===== config.mk =====
export PLATFORM = sky130hd
export DESIGN_NAME = sym_frame_tx
export DESIGN_NICKNAME = d
export VERILOG_FILES = /design/src/rtl/sym_pkg.sv /design/src/rtl/sym_shifter.sv /design/src/rtl/sym_frame_tx.sv
export SDC_FILE = /design/constraint.sdc
export NUM_CORES = 1
export LEC_CHECK = 0
export BUFFER_PORTS_ARGS = -buffer_cell sky130_fd_sc_hd__clkbuf_2
export CORE_ASPECT_RATIO = 1.4
export CORE_MARGIN = 4
export CORE_UTILIZATION = 40
export CTS_CLUSTER_DIAMETER = 50
export DETAILED_ROUTE_END_ITERATION = 8
export PLACE_DENSITY = 0.74
export SETUP_SLACK_MARGIN = 0.15
export SLEW_MARGIN = 0
export SYNTH_ARGS = -nofsm -noshare
export SYNTH_HDL_FRONTEND = slang
export SYNTH_HIERARCHICAL = 1
export SYNTH_SLANG_ARGS = --single-unit

===== constraint.sdc =====
create_clock -name clk -period 1.9 [get_ports clk]
set_clock_uncertainty 0.15 [all_clocks]
set_input_delay 0.19 -clock clk [delete_from_list [all_inputs] [get_ports clk]]
set_output_delay 0.19 -clock clk [all_outputs]
set_load 0.01 [all_outputs]

===== src/rtl/sym_pkg.sv =====
// Shared constants for the 2-bit symbol frame transmitter: symbol width,
// FSM state encoding and the fixed preamble symbols.
package sym_pkg;

  localparam int SYM_W = 2;

  localparam logic [2:0] ST_IDLE = 3'd0;
  localparam logic [2:0] ST_PRE0 = 3'd1;
  localparam logic [2:0] ST_PRE1 = 3'd2;
  localparam logic [2:0] ST_PRE2 = 3'd3;
  localparam logic [2:0] ST_DATA = 3'd4;
  localparam logic [2:0] ST_PAR  = 3'd5;

  localparam logic [SYM_W-1:0] SYM_P0 = 2'b01;
  localparam logic [SYM_W-1:0] SYM_P1 = 2'b10;
  localparam logic [SYM_W-1:0] SYM_P2 = 2'b11;

endpackage


===== src/rtl/sym_shifter.sv =====
// Parallel-load payload register that shifts left one symbol at a time and
// presents its most significant symbol.
module sym_shifter
  import sym_pkg::*;
#(
  parameter int NSYM = 4
) (
  input  logic                  clk,
  input  logic                  rst_n,
  input  logic                  i_load,
  input  logic                  i_shift,
  input  logic [SYM_W*NSYM-1:0] i_data,
  output logic [SYM_W-1:0]      o_sym
);

  logic [SYM_W*NSYM-1:0] r_data;

  // Load wins over shift so a fresh frame never sees stale payload.
  always_ff @(posedge clk or negedge rst_n) begin
    if (!rst_n) begin
      r_data <= '0;
    end else if (i_load) begin
      r_data <= i_data;
    end else if (i_shift) begin
      r_data <= r_data << SYM_W;
    end
  end

  assign o_sym = r_data[SYM_W*NSYM-1 -: SYM_W];

endmodule


===== src/rtl/sym_frame_tx.sv =====
// Frame transmitter: preamble 01,10,11 then PAYLOAD_SYMS payload symbols over a
// valid/ready handshake. Define SYM_PARITY_EN to append an XOR parity symbol.
module sym_frame_tx
  import sym_pkg::*;
#(
  parameter int               PAYLOAD_SYMS = 4,
  parameter logic [SYM_W-1:0] IDLE_SYM     = 2'b00
) (
  input  logic                          clk,
  input  logic                          rst_n,
  input  logic                          start,
  input  logic [SYM_W*PAYLOAD_SYMS-1:0] payload,
  input  logic                          num_ready,
  output logic [SYM_W-1:0]              num_out,
  output logic                          num_valid,
  output logic                          busy,
  output logic                          done
);

  localparam int CNT_W = (PAYLOAD_SYMS > 1) ? $clog2(PAYLOAD_SYMS) : 1;
  localparam logic [CNT_W-1:0] CNT_LOAD = CNT_W'(PAYLOAD_SYMS - 1);

  logic [2:0]       r_state;
  logic [CNT_W-1:0] r_cnt;
  logic             r_done;
  logic             w_xfer;
  logic             w_load;
  logic             w_shift;
  logic [SYM_W-1:0] w_shSym;

  assign w_xfer  = num_valid && num_ready;
  assign w_load  = (r_state == ST_IDLE) && start;
  assign w_shift = w_xfer && (r_state == ST_DATA);

  sym_shifter #(
    .NSYM (PAYLOAD_SYMS)
  ) u_shifter (
    .clk     (clk),
    .rst_n   (rst_n),
    .i_load  (w_load),
    .i_shift (w_shift),
    .i_data  (payload),
    .o_sym   (w_shSym)
  );

`ifdef SYM_PARITY_EN
  logic [SYM_W-1:0] r_parity;
  logic [SYM_W-1:0] w_parity;

  always_comb begin
    w_parity = '0;
    for (int k = 0; k < PAYLOAD_SYMS; k++) begin
      w_parity = w_parity ^ payload[k*SYM_W +: SYM_W];
    end
  end

  always_ff @(posedge clk or negedge rst_n) begin
    if (!rst_n) begin
      r_parity <= '0;
    end else if (w_load) begin
      r_parity <= w_parity;
    end
  end
`endif

  // Every state after IDLE advances only on a completed transfer.
  always_ff @(posedge clk or negedge rst_n) begin
    if (!rst_n) begin
      r_state <= ST_IDLE;
      r_cnt   <= '0;
      r_done  <= 1'b0;
    end else begin
      r_done <= 1'b0;
      case (r_state)
        ST_IDLE: begin
          if (start) begin
            r_state <= ST_PRE0;
            r_cnt   <= CNT_LOAD;
          end
        end
        ST_PRE0: if (w_xfer) r_state <= ST_PRE1;
        ST_PRE1: if (w_xfer) r_state <= ST_PRE2;
        ST_PRE2: if (w_xfer) r_state <= ST_DATA;
        ST_DATA: begin
          if (w_xfer) begin
            if (r_cnt == '0) begin
`ifdef SYM_PARITY_EN
              r_state <= ST_PAR;
`else
              r_state <= ST_IDLE;
              r_done  <= 1'b1;
`endif
            end else begin
              r_cnt <= r_cnt - CNT_W'(1);
            end
          end
        end
`ifdef SYM_PARITY_EN
        ST_PAR: begin
          if (w_xfer) begin
            r_state <= ST_IDLE;
            r_done  <= 1'b1;
          end
        end
`endif
        default: r_state <= ST_IDLE;
      endcase
    end
  end

  always_comb begin
    num_out = IDLE_SYM;
    case (r_state)
      ST_PRE0: num_out = SYM_P0;
      ST_PRE1: num_out = SYM_P1;
      ST_PRE2: num_out = SYM_P2;
      ST_DATA: num_out = w_shSym;
`ifdef SYM_PARITY_EN
      ST_PAR:  num_out = r_parity;
`endif
      default: num_out = IDLE_SYM;
    endcase
  end

  assign num_valid = (r_state != ST_IDLE);
  assign busy      = (r_state != ST_IDLE);
  assign done      = r_done;

endmodule


==> impl_metrics.yaml <==
die:
  design.core.area_sq_mm: 0.00178
  fp.dieArea_sq_mm: 0.00266
  row_count: 18
  initial_core_util_pct: 42.5
  die_w_microns: 44.8
  num_io_pins: 17
  chipHeight_microns: 59.5
global_routing:
  grt-ovfl-total: 0
  grt_pass1_wl_microns: 2670
  antenna_found_initial: 0
  met3_usage_pct: 2.13
  grt_use_met1_pct: 16.2
  grtUsageMet2_pct: 23.0
  busiest_layer: "met2"
  grt_use_total_pct: 13.7
  grt_max_degree: 15
  grt_pass1_vias: 629
timing:
  hold_viol_final: 0
  period_share_pct: 87.0
  drv_slew: 0
  max_freq_mhz: 605
  period_minus_slack_ns: 1.65
  tns_ns: 0
  worst_slack_ns: 0.246
  rsz0062_at_grt: "no"
  setup_viol: 0
  relSlewSlack_pct: 76.2
  worstMarginPinSlew_ns: 0.357
power:
  p_clk_share_pct: 16.2
  irDropWorstVdd_mv: 0.601
  p_per_area_mw_per_mm2: 1350
  p_switching_uw: 491
  pwr-share-seq_pct: 38.4
  swShare_pct: 37.6
  power_frac_comb_pct: 45.4
  p_int_uw: 815
  finalPower_uw: 1310
  leakage_uw: 0.000450
route:
  antenna_left: 0
  drt_iter0_drc: 10
  dr.pass1.iters: 4
  vias: 633
  routed_wl_microns: 1520
  wl_per_cell_microns: 12.4
  vias_per_cell: 5.15
  drc: 0
synth:
  ys_ff_latch: 14
  synth.distinct_cells: 28
  avgSynthCellArea_sq_um: 9.96
  synth_edf_count: 0
  async_reset_ff_share_pct: 100
  synth_ff_type: "dfrtp_1"
  syn_area_sq_um: 757
  syn_inst: 76
  ys_seq_area_share_pct: 46.3
  syn_nets: 89
  ys_warn_count: 6
critical_path:
  crit_path_top_delay_cell: "dfrtp_1"
  critPathMaxStageDelay_ns: 0.38
  end_kind: "primary output"
  crit_required_ns: 1.56
  path_cells: "buf_4 > nor2_2 > nand3_1 > nand2_1 > clkbuf_2"
  crit_type: "flop to primary output"
  cp_max_fo: 5
  startpoint_type: "flop"
  worstPathArrival_ns: 1.31
status:
  status: "completed"
layout:
  area_growth_pct: 27.9
  mostFrequentLayoutCell: "clkbuf_2"
  diodes: 0
  final_area_sq_um: 968
  final_cell_mix: "clkbuf_2 (16), dfrtp_1 (14), nand2_1 (11)"
  nets: 117
  drive_gt1_share_pct: 29.1
cts:
  cts_resized: 0
  cts_num_sinks: 14
  insertion_delay_ns: 0.28
  numCtsBuffers: 3
  clk_pin_slew_ns: 0.08
  cts-htree-levels: 1
  hold_buffers: 9
  clockBufferDepth: 2
  postCtsSetupBuffers: 0
  cts_tree: "yes"
  root_buffer: "clkbuf_4"
placement:
  gp_congestion: 0.737
  dp_hpwl_microns: 1080
  placed_area_sq_um: 842
  io_buffers: 16
  dp_slack_ns: 0.273
min_path:
  hp-class: "input port to flop"
flow_run:
  drv_cap: 0
-- state kept, by name, indices dropped and copies added, names as in the netlist --
name	flops
done	1
r_cnt	2
r_state	3
u_shifter/r_data	8
-- worst max-delay path, delay by kind of cell (launching register included) --
family                 cells  cell delay (ns)
and+or+nand+nor            3             0.38
DFF                        1             0.38
buffers and inverters      2             0.28
-- kinds of logic after synthesis --
| logic type | after synthesis | share of synthesized area (%) |
|---|---|---|
| flip-flops | 14 | 46.3 |
| AO/OA/AOI/OAI | 15 | 10.9 |
| adder cells (fa/ha/maj) | 1 | 1.65 |
| AND/OR/NAND/NOR | 28 | 21.2 |
| buffers and inverters | 9 | 8.10 |
| XOR/XNOR | 1 | 1.16 |
| multiplexers | 8 | 10.7 |
-- final cells by class --
class / count / area, sq um
Sequential cell: 14 / 350
Fill cell: 168 / 811
Tap cell: 20 / 25.0
Clock buffer: 4 / 36.3
Multi-Input combinational cell: 53 / 345
Inverter: 3 / 11.3
Timing Repair Buffer: 29 / 200
-- worst paths after layout --
path	from	endpoint	slack [ns]	cells past startpoint
max reg2reg	r_state[0]	u_shifter/r_data[5]	0.25	5
min in group asynchronous	rst_n	done	0.19	2
min reg2reg	r_cnt[0]	r_cnt[0]	0.39	1
min	num_ready	r_state[2]	0.12	4
max in group asynchronous	rst_n	r_cnt[1]	1.15	2
max	r_state[0]	num_out[1]	0.25	5
-- per-stage QoR --
stage | utilization, % | hold WS (ns) | std cells
floorplan | - | -0.256 | 76
global placement | 47.3 | -0.0389 | 110
global route | 54.4 | 0.130 | 123
CTS | 54.4 | 0.104 | 123
finish | 54.4 | 0.119 | 123
detailed placement | 47.3 | -0.0409 | 110
-- Yosys cell counts, types with 2 or more instances --
| master | instances | area share [%] |
|---|---|---|
| a21oi_1 | 3 | 2.0 |
| buf_4 | 3 | 3.0 |
| buf_6 | 2 | 3.0 |
| dfrtp_1 | 14 | 46 |
| inv_1 | 3 | 1.5 |
| mux2i_1 | 7 | 9.3 |
| nand2_1 | 11 | 5.5 |
| nand2b_1 | 2 | 1.7 |
| nand3_1 | 2 | 1.3 |
| nor2_1 | 2 | 0.99 |
| nor2_2 | 2 | 1.7 |
| o21ai_0 | 3 | 2.0 |
| o21ai_1 | 7 | 4.6 |
-- power groups by stage --
stage | Sequential (uW) | Clock [uW] | Combinational, uW
floorplan | 517 | 0 | 419
global placement | 503 | 0 | 566
detailed placement | 508 | 0 | 580
CTS | 502 | 223 | 599
global route | 520 | 239 | 673
finish | 501 | 212 | 593
-- metal layers --
| metal | wire length [microns] | up-vias |
|---|---|---|
| met5 | 0 | - |
| met4 | 6 | 0 |
| met2 | 813 | 21 |
| li1 | - | 313 |
| met3 | 82 | 2 |
| met1 | 619 | 297 |
Power figures use the tool's default switching activity.
